File: config.mk
export PLATFORM = sky130hd
export DESIGN_NAME = serial_shift_ctrl
export DESIGN_NICKNAME = d
export VERILOG_FILES = /design/src/rtl/serial_shift_ctrl.sv
export SDC_FILE = /design/constraint.sdc
export NUM_CORES = 1
export LEC_CHECK = 0
export CORE_ASPECT_RATIO = 0.6
export CORE_MARGIN = 2
export CORE_UTILIZATION = 35
export CTS_CLUSTER_DIAMETER = 100
export CTS_CLUSTER_SIZE = 28
export DETAILED_ROUTE_END_ITERATION = 10
export GPL_ROUTABILITY_DRIVEN = 0
export PLACE_DENSITY = 0.69
export RECOVER_POWER = 100
export SYNTH_ARGS = -nofsm -noshare
export SYNTH_HDL_FRONTEND = slang
export SYNTH_SLANG_ARGS = --single-unit
export TNS_END_PERCENT = 30
File: constraint.sdc
create_clock -name clk -period 2.8 [get_ports clk]
set_input_delay 0.56 -clock clk [delete_from_list [all_inputs] [get_ports clk]]
set_output_delay 0.56 -clock clk [all_outputs]
set_load 0.01 [all_outputs]
File: src/rtl/serial_shift_ctrl.sv
// serial_shift_ctrl
// -----------------
// Multi-cycle shift sequencer for the execute stage (SLL/SRL/SRA and the
// immediate forms). It drives the select of the shift-amount operand mux. On
// an accepted start it captures the mux output and the operand. It then
// shifts the working value by STEP bits per cycle. When the whole amount is
// consumed it shows a one-cycle done pulse.
//
// Parameters
//   STEP     bits shifted per cycle (1, 2, 4, 8 or 16)
//
// Ports
//   clk      rising-edge clock
//   rst      synchronous, active-high reset
//   start    shift request, only looked at while idle
//   use_imm  amount source for this request (1 = 5-bit immediate)
//   op       00 SLL, 01 SRL, 10 SRA, 11 reserved (passes operand through)
//   operand  value to shift
//   amt_in   shift-amount mux output, only bits [4:0] are used
//   amt_sel  select to the shift-amount mux
//   busy     high from the cycle after accept through the done cycle
//   done     one-cycle completion pulse
//   result   shifted value, valid with done and held until the next one

module serial_shift_ctrl #(
  parameter int STEP = 1
) (
  input  logic        clk,
  input  logic        rst,
  input  logic        start,
  input  logic        use_imm,
  input  logic [1:0]  op,
  input  logic [31:0] operand,
  input  logic [31:0] amt_in,
  output logic        amt_sel,
  output logic        busy,
  output logic        done,
  output logic [31:0] result
);

  typedef enum logic [1:0] {
    IDLE,
    SHIFT,
    DONE
  } state_t;

  localparam logic [4:0] STEP_AMT = 5'(STEP);

  state_t      state;
  logic [31:0] work;
  logic [4:0]  rem;
  logic [1:0]  op_q;
  logic        sel_q;

  logic [4:0]  step_now;
  logic [4:0]  rem_next;
  logic [31:0] work_next;
  logic [4:0]  accept_amt;

  // Only the low five bits of the amount mux are meaningful for a 32-bit shift
  logic        unused_amt_hi;
  assign unused_amt_hi = ^amt_in[31:5];

  // The reserved opcode behaves like a zero-length shift. The value then
  // goes straight to DONE unchanged.
  assign accept_amt = (op == 2'b11) ? 5'd0 : amt_in[4:0];

  // One shift step: the smaller of STEP and the remaining amount. For SRA,
  // the arithmetic shift keeps bit 31 in place on every step. So the sign
  // that gets replicated is always the original operand's bit 31.
  always_comb begin
    step_now  = (rem < STEP_AMT) ? rem : STEP_AMT;
    rem_next  = rem - step_now;
    work_next = work;
    case (op_q)
      2'b00:   work_next = work << step_now;
      2'b01:   work_next = work >> step_now;
      2'b10:   work_next = $unsigned($signed(work) >>> step_now);
      default: work_next = work;
    endcase
  end

  // Sequencer: IDLE -> (SHIFT ->)* DONE -> IDLE. The result register is
  // loaded on the edge that enters DONE. So it is already valid in the done
  // cycle, and it keeps that value until the next operation finishes.
  always_ff @(posedge clk) begin
    if (rst) begin
      state  <= IDLE;
      work   <= '0;
      rem    <= '0;
      op_q   <= '0;
      sel_q  <= 1'b0;
      result <= '0;
    end else begin
      case (state)
        IDLE: begin
          if (start) begin
            work  <= operand;
            op_q  <= op;
            sel_q <= use_imm;
            rem   <= accept_amt;
            if (accept_amt == 5'd0) begin
              state  <= DONE;
              result <= operand;
            end else begin
              state <= SHIFT;
            end
          end
        end
        SHIFT: begin
          work <= work_next;
          rem  <= rem_next;
          if (rem_next == 5'd0) begin
            state  <= DONE;
            result <= work_next;
          end
        end
        DONE: begin
          state <= IDLE;
        end
        default: begin
          state <= IDLE;
        end
      endcase
    end
  end

  // While idle the mux select follows the request directly. This lets the
  // amount settle within the start cycle. Afterwards it holds the latched
  // choice, so later changes to use_imm are ignored.
  assign amt_sel = (state == IDLE) ? use_imm : sel_q;
  assign busy    = (state != IDLE);
  assign done    = (state == DONE);

endmodule

# Yosys cells after proc, flatten, opt, wreduce, memory -nomap -nowiden
# Index checks and enable logic that the tools add are counted.
dict set report classes {
  add_sub_neg 1
  magnitude_cmp 1
  eq_ne 8
  shifts 3
  mux 16
  n_reduce_logical 10
}
# op n
set op_table {}
lappend op_table {{32-bit 2-to-1 mux} 4}
lappend op_table {{32-bit case mux with 2 select lines} 2}
lappend op_table {{32-bit case mux with 3 select lines} 1}
lappend op_table {{32-bit by 5-bit left shift with 32-bit output} 1}
lappend op_table {{32-bit by 5-bit >> shifter with 32-bit output} 1}
lappend op_table {{32-bit by 5-bit >>> shifter with 32-bit output} 1}
lappend op_table {{5-bit 2-to-1 mux} 3}
lappend op_table {{5-bit zero test} 2}
lappend op_table {{5-bit case mux with 2 select lines} 1}
lappend op_table {{2-bit == test, second input constant} 3}
lappend op_table {{2-bit 2-to-1 mux} 3}
lappend op_table {{2-bit inequality test, second input constant} 3}
lappend op_table {{2-bit AND reduction} 3}
lappend op_table {{5-bit by 1-bit < comparator with 1-bit output, second input constant} 1}
lappend op_table {{5-bit subtractor} 1}
lappend op_table {{2-bit by 1-bit == test with 1-bit output, second input constant} 2}
lappend op_table {{2-bit zero test} 2}
lappend op_table {{2-bit case mux with 2 select lines} 1}
lappend op_table {{4-bit AND reduction} 1}
lappend op_table {{2-bit nonzero test} 2}
lappend op_table {{1-bit 2-to-1 mux} 1}
dict set report totals {
  ff_bits 74
  input_bits 70
  output_inout_bits 35
  word_cells 45
}

# Logic depth before layout (Yosys ltp)
# Gate-level depths: netlist of run 1.
dict set report logic_depth {
  word_depth 6
  ltp_mapped 8
}

# Least setup slack after synthesis of run 1
# OpenSTA, ideal clock, no wires.
dict set report synth_timing {
  kind {register to register}
  startpoint {reg rem[2]}
  endpoint {reg result[19]}
  setup_ns 0.079
  arrival_time_ns 2.035
  required_ns 2.721
  path_slack_ns 0.686
  stages_incl_launch_ff 8
  path_buffers 1
  synth_period_minus_slack_ns 2.114
  path_cell_list {dfxtp_1 -> nor3_1 -> a21o_1 -> ha_1 -> nand4_1 -> a211o_1 -> clkbuf_1 -> o211ai_1}
}
dict set report synth_between {
  elab_chain_len 6
  word_cells_on_any_way 12
}
# element line
set synth_rtl {}
lappend synth_rtl {{start, declared} 51} ;# logic [4:0] rem;
lappend synth_rtl {{start signal, assigned} 101} ;# rem <= accept_amt;
lappend synth_rtl {{start signal, assigned} 112} ;# rem <= rem_next;
lappend synth_rtl {{5-bit by 1-bit < comparator with 1-bit output} 72} ;# step_now = (rem < STEP_AMT) ? rem : STEP_AMT;
lappend synth_rtl {{5-bit 2-to-1 mux} 72}
lappend synth_rtl {{32-bit by 5-bit >>> shifter with 32-bit output (tied with other cells)} 78} ;# 2'b10: work_next = $unsigned($signed(work) >>> step_now);
lappend synth_rtl {{32-bit case mux with 3 select lines or 5-bit zero test (tied branches)} {75, 113}}
lappend synth_rtl {{32-bit 2-to-1 mux or 2-bit inequality test (tied branches)} n/a}
lappend synth_rtl {{32-bit case mux with 2 select lines or 4-bit AND reduction (tied branches)} n/a}
lappend synth_rtl {{end signal, assigned} 104} ;# result <= operand;
lappend synth_rtl {{end signal, assigned} 115} ;# result <= work_next;
lappend synth_rtl {{end, declared} 38} ;# output logic [31:0] result
# Several ways; a longest one is shown, not always the timed one. The select of a mux whose other input is x is not followed.
# A chain may end at the register's enable or synchronous reset.

# Worst setup path after layout of run 1
dict set report layout_timing {
  startpoint {reg state[0]}
  endpoint {out amt_sel}
}
dict set report layout_between {
  elab_chain_len 2
}
# element line
set layout_rtl {}
lappend layout_rtl {{start, declared} 49} ;# state_t state;
lappend layout_rtl {{start signal, assigned} 88} ;# state <= IDLE;
lappend layout_rtl {{start signal, assigned} 103} ;# state <= DONE;
lappend layout_rtl {{start signal, assigned} 106} ;# state <= SHIFT;
lappend layout_rtl {{2-bit zero test} 131} ;# assign amt_sel = (state == IDLE) ? use_imm : sel_q;
lappend layout_rtl {{1-bit 2-to-1 mux} 131}
lappend layout_rtl {{end, declared} 35} ;# output logic amt_sel,
# No other way between the ends.

==> results of run 1 <==
[sequential cells by signal, indices dropped and copies added (netlist names)]
signal / count
work: 32
result: 32
rem: 5
op_q: 2
state: 2
sel_q: 1
[per-layer routing]
metal | vias up | track usage (%) | routed length [um]
li1 | 2047 | - | -
met1 | 1993 | 32.4 | 6510
met2 | 249 | 29.9 | 5420
met3 | 19 | 5.77 | 1610
met4 | 0 | 5.53 | 169
met5 | - | 0 | 0
[kinds of logic (layout without fill, tap and decap cells)]
kind of cell    count (synthesis)  in the layout  share of synthesized area (%)
compound gates                206            206                           34.9
simple gates                   98             98                           13.7
buf+inv                        95            151                           9.33
flops                          74             74                           35.4
mux                            26             26                           6.25
fa+ha+maj                       1              1                          0.299
xor+xnor                        1              1                          0.209
[power by group through the flow]
stage               clock (W)  combinational (W)  sequential, W
finish                0.00122            0.00138        0.00145
global route          0.00128            0.00150        0.00147
CTS                   0.00124            0.00139        0.00144
detailed placement          0            0.00138        0.00146
global placement            0            0.00135        0.00145
floorplan                   0           0.000908        0.00141
[worst register-to-register path: stages (launching register included)]
cell and delay [ns]:
dfxtp_1 0.55, nor2b_2 0.56, clkbuf_2 0.62, nor2_1 0.14
a2111oi_1 0.45
[through the flow]
stage	hold WS, ns	instance area, um2	total power (W)	utilization, %
final	0.462	5370	0.00405	46.8
after global routing	0.475	5370	0.00425	46.8
after floorplan	0.451	4190	0.00232	-
after detailed placement	0.460	5090	0.00284	44.3
after global placement	0.456	5090	0.00280	44.3
after CTS	0.470	5400	0.00407	47.0
[layout by cell type (no fill, tap or decap), drive strengths merged, types with 5 or more instances in the layout]
| cell type | count |
|---|---|
| dfxtp | 74 |
| o21ai | 51 |
| clkdlybuf4s50 | 40 |
| inv | 38 |
| dlygate4sd3 | 37 |
| a21oi | 33 |
| o221ai | 30 |
| nor2 | 29 |
| mux2i | 25 |
| nand4 | 22 |
| buf | 16 |
| clkbuf | 15 |
| a221oi | 14 |
| o211ai | 12 |
| o22ai | 11 |
| o22a | 11 |
| or4b | 11 |
| o41ai | 10 |
| nand2 | 8 |
| a2111oi | 8 |
| o32ai | 7 |
| nand2b | 5 |
| o31ai | 5 |
[area by class of cell]
| class | instances | area, um2 |
|---|---|---|
| fillers | 1100 | 6110 |
| multi-input cells | 332 | 2300 |
| flip-flops and latches | 74 | 1480 |
| repair buffers | 96 | 928 |
| clock buffers | 12 | 267 |
| well taps | 160 | 200 |
| inverters | 39 | 146 |
| clock inverters | 4 | 48.8 |
[worst min path at each step]
stage,from,to,slack (ns),cells after the start
2_1_floorplan,work[29],work[29],0.45,2
3_3_place_gp,result[11],result[11],0.46,2
3_5_place_dp,result[5],result[5],0.46,2
4_1_cts,result[5],result[5],0.47,2
5_1_grt,result[11],result[11],0.48,2
6_report,result[5],result[5],0.46,2
==> qor.csv, run 1 <==
metric,value,unit
end_kind,primary output,
synth_most_common_cell,dfxtp_1,
power_frac_seq,35.8,%
die_area,12900,um2
slowest_delay,0.60,ns
dp_slack,0.0932,ns
die_h,88.7,um
maxClockFrequency,0.399,GHz
cts_buffer_depth,2,
drc,0,
yosys_warnings,0,
cts_root_buf,clkbuf_16,
timing.final.crit_share,89.4,%
switchingPower,0.00149,W
portBuffers,77,
syn_inst,501,
p_per_area,753,nW/um2
finalWorstSetupSlack,0.297,ns
synthTopCellsByCount,"dfxtp_1 (74), o21ai_0 (50), inv_1 (38), a21oi_1 (33), clkbuf_1 (32)",
drt-initial-drc-count,503,
via_per_inst,6.01,
cts_buffers,9,
yosysUniqueCellTypes,51,
p_leak,1.93,nW
path_depth,3,
hold_violations,0,
async_flop_share,0,%
track_usage,21.5,%
r2r_cells,4,
cts_tree,done,
area_growth,28.4,%
synth_edf_count,0,
grt_pass1_wl,21800,um
regToRegEndpoint,work[9],
yosys.area.top_type,dfxtp_1,
stdcell_count,717,
synth_ff_type,dfxtp_1,
overflow,0,
ys_ff_latch,74,
syn_area_per_cell,8.35,um2
vias,4308,
hp-class,flip-flop to flip-flop,
clock_latency,0.34,ns
max_slew.worst_pin.slew,1.32,ns
dr.pass1.iters,5,
critPathArrivalTime,1.94,ns
p_clk_share,30.2,%
cts_max_level,3,
cts.sinks,74,
ys_seq_area_share,35.4,%
num_rows,30,
crit_required,2.24,ns
critPathLaunchType,flip-flop,
grt_max_degree,56,
wire_per_inst,19.1,um
post-cts-setup-buffer-count,0,
dp.cells,701,
fp.dieW,145,um
cts_resized,0,
cp_slowest_cell,dlygate4sd3_1,
r2r-start,state[0],
ios,105,
internal_power,0.00255,W
finalCriticalPeriod,2.50,ns
first_global_vias,3857,
diodes,0,
start_util,36.4,%
cp_num_buf_inv,1,
crit_chain,nor2_1 > mux2_2 > dlygate4sd3_1,
slew-limit-headroom,12.2,%
max_cap_viol_count,0,
drtAntennaViolNets,0,
drive_gt1_share,8.80,%
critPathTopFamily,buffers and inverters,
path_class,flip-flop to primary output,
postCtsHoldBufs,0,
synth.area.top_cells,"dfxtp_1 (35%), o221ai_1 (6.3%), mux2i_1 (6.0%)",
syn_area,4190,um2
grt_antenna_before_repair,0,
syn_nets,572,
peakVddDrop,0.000430,V
setup_tns,0,ns
finalSetupViolCount,0,
cp-endpoint,amt_sel,
timing.critical_path.from,state[0],
status,"complete, no violations",
grt_setup_unrepaired,no,
p_comb_share,34.0,%
synth_top_area_share,35.4,%
finalClockSkew,0.00809,ns
dp_hpwl,9540,um
cp_max_fo,11,
fin_nets,623,
netSwitchingFraction,36.9,%
core_area,11500,um2
routed_wl,13700,um
clk_pin_slew,0.06,ns
rrSetupSlack,0.35,ns
final_max_slew_viol_count,0,
(Power assumes the default switching activity.)
==> run 2: changes to the inputs <==
Settings changed: CELL_PAD_IN_SITES_DETAIL_PLACEMENT from default to 0, CELL_PAD_IN_SITES_GLOBAL_PLACEMENT from default to 1, CORE_UTILIZATION 35 to 36, PLACE_DENSITY 0.69 to 0.89.
Clock period 2.8 ns to 2.45 ns, I/O delays scaled along.
==> qor.csv, run 2 (synthesis results as in run 1) <==
metric,value,unit,change
crit_chain,clkdlybuf4s50_1 > nor4b_2 > a22oi_1 > or4b_2 > o211ai_1,,
grt_max_degree,27,,-52%
post-cts-setup-buffer-count,0,,unchanged
n_fill_cell,1037,,-5.7%
drive_gt1_share,11.9,%,+3.1 points
p_leak,2.00,nW,+4.0%
rrSetupSlack,0.09,ns,-0.26 ns
ios,105,,unchanged
path_class,primary input to flip-flop,,
dp_hpwl,10300,um,+8.1%
core_area,11300,um2,-1.6%
routed_wl,14600,um,+6.2%
p_per_area,847,nW/um2,+12%
max_slew.worst_pin.slew,0.882,ns,-0.436 ns
cts_buffer_depth,2,,unchanged
vias,4477,,+3.9%
largestRegisters,"result x32, work x32, rem x5",,
finalSetupViolCount,0,,unchanged
fp.dieW,143,um,-1.4%
hp-class,flip-flop to flip-flop,,
cts.sinks,74,,unchanged
finalCriticalPeriod,2.44,ns,
crit_required,2.72,ns,+0.48 ns
die_area,12500,um2,-2.7%
cts_resized,0,,unchanged
end_kind,flip-flop,,
critPathLaunchType,primary input,,
num_rows,30,,unchanged
diodes,0,,unchanged
drtAntennaViolNets,0,,unchanged
peakVddDrop,0.000355,V,-18%
wire_per_inst,19.7,um,+2.9%
maxClockFrequency,0.410,GHz,
layout_commonest_cell,dfxtp_1,,
min-delay-start,result[14],,
overflow,0,,unchanged
fin_util,48.8,%,+2.0 points
cp_max_fo,10,,-1
timing.final.crit_share,99.6,%,
track_usage,22.7,%,+1.2 points
drc,0,,unchanged
grt_pass1_wl,22000,um,+0.85%
r2r_cells,4,,unchanged
via_per_inst,6.05,,+0.69%
min_delay_path_depth,2,,unchanged
postCtsHoldBufs,0,,unchanged
cts_root_buf,clkbuf_16,,
portBuffers,77,,unchanged
area_growth,31.8,%,
status,"complete, no violations",,
final_max_slew_viol_count,0,,unchanged
hold_violations,0,,unchanged
first_global_vias,3995,,+3.6%
dr.pass1.iters,5,,unchanged
max_cap_viol_count,0,,unchanged
clock_latency,0.35,ns,about the same
timing.critical_path.from,start,,
cts_tree,done,,
hold_end,result[14],,
slew-limit-headroom,40.8,%,+29 points
fin_nets,646,,+3.7%
regToRegEndpoint,result[24],,
cts_buffers,9,,unchanged
critPathArrivalTime,2.71,ns,+0.77 ns
p_total,0.00467,W,+15%
drt-initial-drc-count,436,,-13%
finalClockSkew,0.00669,ns,-0.00140 ns
critPathTopFamily,simple AND/OR/NAND/NOR gates,,
clk_pin_slew,0.06,ns,about the same
start_util,37.0,%,+0.61 points
cts_max_level,3,,unchanged
die_h,87.5,um,-1.3%
mostFrequentLayoutCells,"dfxtp_1 (74), o21ai_0 (50), clkdlybuf4s50_1 (43)",,
r2r-start,state[0],,
grt_antenna_before_repair,0,,unchanged
slowest_delay,0.70,ns,+0.10 ns
cp_num_buf_inv,1,,unchanged
cp_slowest_cell,or4b_2,,
## run 2: metrics by stage
| step | instances | setup TNS [ns] | worst slack [ns] | instance area, um2 | hold WS, ns |
|---|---|---|---|---|---|
| final | 740 | 0 | 0.0105 | 5520 | 0.463 |
| after global routing | 740 | -0.0838 | -0.0261 | 5520 | 0.481 |
| after CTS | 739 | 0 | 0.0643 | 5540 | 0.468 |
| after detailed placement | 723 | -6.61 | -0.299 | 5240 | 0.458 |
| after global placement | 723 | -6.08 | -0.248 | 5240 | 0.455 |
| after floorplan | 501 | 0 | 0.336 | 4190 | 0.451 |
## run 2: where the power goes
| part | total, W | leakage (nW) | internal [W] | switching, W |
|---|---|---|---|---|
| combinational | 0.00164 | 1.24 | 0.000671 | 0.000973 |
| clock | 0.00136 | 0.151 | 0.000838 | 0.000522 |
| sequential | 0.00167 | 0.610 | 0.00141 | 0.000256 |
## run 2: layer usage
metal	GRT usage, %	part of all wire [%]
met1	32.9	45
met4	5.76	1.6
met3	7.31	11
met5	0	0
met2	32.4	42
## run 2: final cells by class
class / instances / area (um2) / share of cell area, %
flip-flops and latches: 74 / 1480 / 26.9
repair buffers: 118 / 1060 / 19.3
clock inverters: 5 / 52.6 / 0.953
inverters: 39 / 146 / 2.65
multi-input cells: 333 / 2320 / 42.1
clock buffers: 11 / 253 / 4.58
well taps: 160 / 200 / 3.63
## run 2: worst reg2reg max path: cells and delay by family, from the launching register on
kind	cells	cell delay, ns
compound gates	2	0.54
simple gates	2	1.29
flops	1	0.45
## run 2: how the worst max path moves through the flow
| stage | endpoint | slack [ns] | cells after the start |
|---|---|---|---|
| finish | result[24] | 0.01 | 5 |
| global route | result[26] | -0.03 | 5 |
| CTS | result[20] | 0.06 | 6 |
| detailed placement | result[20] | -0.30 | 6 |
| global placement | result[23] | -0.25 | 6 |
| floorplan | result[19] | 0.34 | 7 |
==> run 3: changes to the inputs <==
Settings changed: CORE_MARGIN 2 to default, SLEW_MARGIN from default to 30.
==> qor.csv, run 3 (synthesis results as in run 1) <==
metric,value,unit,change
grt_pass1_wl,22400,um,+2.0%
hold_violations,0,,unchanged
largestRegisters,"result x32, work x32, rem x5",,
min_delay_path_depth,2,,unchanged
grt_setup_unrepaired,no,,
first_global_vias,4166,,+4.3%
finalSetupViolCount,0,,unchanged
die_h,85.5,um,-2.3%
critPathLaunchType,flip-flop,,
routed_wl,14200,um,-2.3%
hp-class,flip-flop to flip-flop,,
power_frac_seq,36.0,%,+0.3 points
cts_buffers,9,,unchanged
timing.final.crit_share,96.9,%,-2.6 points
stdcell_count,738,,-0.27%
portBuffers,77,,unchanged
finalCriticalPeriod,2.38,ns,-0.0645 ns
dr.pass1.iters,5,,unchanged
vias,4499,,+0.49%
fin_util,48.6,%,-0.22 points
drt-initial-drc-count,429,,-1.6%
p_leak,2.01,nW,about the same
cp_max_fo,11,,+1
clock_latency,0.35,ns,about the same
regToRegEndpoint,work[8],,
fp.dieW,141,um,-1.4%
start_util,37.0,%,unchanged
maxClockFrequency,0.421,GHz,+2.7%
slew-limit-headroom,35.7,%,-5.1 points
ios,105,,unchanged
via_per_inst,6.10,,+0.76%
area_growth,31.2,%,
wire_per_inst,19.3,um,-2.1%
drtAntennaViolNets,0,,unchanged
clk_pin_slew,0.06,ns,about the same
num_rows,30,,unchanged
core_area,11300,um2,unchanged
die_area,12100,um2,-3.7%
p_clk_share,28.8,%,-0.3 points
drc,0,,unchanged
max_cap_viol_count,0,,unchanged
grt_antenna_before_repair,0,,unchanged
netSwitchingFraction,37.5,%,about the same
p_per_area,843,nW/um2,-0.44%
cts_tree,done,,
cts.sinks,74,,unchanged
max_slew.worst_pin.slew,0.957,ns,+0.0754 ns
mostFrequentLayoutCells,"dfxtp_1 (74), o21ai_0 (49), clkdlybuf4s50_1 (44)",,
switchingPower,0.00174,W,-0.79%
dp_slack,-0.321,ns,-0.0216 ns
diodes,0,,unchanged
cts_max_level,3,,unchanged
layout_commonest_cell,dfxtp_1,,
peakVddDrop,0.000406,V,+14%
finalWorstSetupSlack,0.0750,ns,+0.0645 ns
finalClockSkew,0.00543,ns,-0.00126 ns
drive_gt1_share,12.3,%,+0.39 points
grt_max_degree,27,,unchanged
internal_power,0.00289,W,-0.94%
rrSetupSlack,0.16,ns,+0.07 ns
status,"complete, no violations",,
critPathArrivalTime,1.89,ns,-0.82 ns
fin_nets,644,,-0.31%
hold_end,result[5],,
setup_tns,0,ns,unchanged
p_comb_share,35.3,%,about the same
final_max_slew_viol_count,0,,unchanged
track_usage,24.0,%,+1.3 points
min-delay-start,result[5],,
r2r_cells,4,,unchanged
cts_buffer_depth,2,,unchanged
dp_hpwl,10100,um,-1.9%
overflow,0,,unchanged
cts_root_buf,clkbuf_16,,
path_class,flip-flop to primary output,,
r2r-start,state[0],,
crit_required,1.96,ns,-0.76 ns
dp.cells,719,,-0.55%
end_kind,primary output,,
-- run 3: per-layer routing --
| layer | GRT usage, % | routed length, um | share of wire (%) | vias to the layer above |
|---|---|---|---|---|
| met5 | 0 | 0 | 0 | - |
| met4 | 6.32 | 175 | 1.2 | 0 |
| met3 | 8.04 | 1260 | 8.8 | 16 |
| met2 | 34.2 | 5830 | 41 | 227 |
| met1 | 34.3 | 6960 | 49 | 2174 |
| li1 | - | - | - | 2082 |
-- run 3: cell type report --
class                   count  area, um2
clock inverters             5       53.8
clock buffers              11        243
flip-flops and latches     74       1480
fillers                  1073       5810
multi-input cells         332       2310
inverters                  39        146
well taps                 160        200
repair buffers            117       1060
-- run 3: power by group through the flow --
| stage | Sequential [W] | Combinational (W) | Clock, W |
|---|---|---|---|
| 6_report | 0.00166 | 0.00163 | 0.00133 |
| 2_1_floorplan | 0.00161 | 0.00104 | 0 |
| 5_1_grt | 0.00168 | 0.00176 | 0.00141 |
| 3_5_place_dp | 0.00167 | 0.00164 | 0 |
| 4_1_cts | 0.00165 | 0.00165 | 0.00135 |
| 3_3_place_gp | 0.00166 | 0.00159 | 0 |
-- run 3: timing repair --
item,4_1_cts,5_1_grt
buffers inserted,0,2
gates resized for setup,0,0
hold buffers,0,0
setup endpoints to repair,0,21
-- run 3: stage by stage --
step,instance area [um2],hold slack [ns],total power [W]
floorplan,4190,0.451,0.00265
global placement,5210,0.455,0.00325
detailed placement,5210,0.461,0.00332
CTS,5510,0.470,0.00466
global route,5490,0.471,0.00486
finish,5490,0.463,0.00463
-- run 3: worst max path at each step --
stage               cells after the start      start  slack [ns]          to
finish                                  3   state[0]        0.07     amt_sel
CTS                                     6  amt_in[1]        0.04  result[24]
global placement                        6  amt_in[4]       -0.25  result[26]
detailed placement                      6  amt_in[1]       -0.32  result[24]
global route                            7     rem[2]       0.005  result[14]
floorplan                               7     rem[2]        0.34  result[19]
-- run 3: critical path, cell delays in order (launching register included) --
cell             delay [ns]
dfxtp_1                0.44
nor2_1                 0.27
mux2_2                 0.36
clkdlybuf4s50_1        0.47
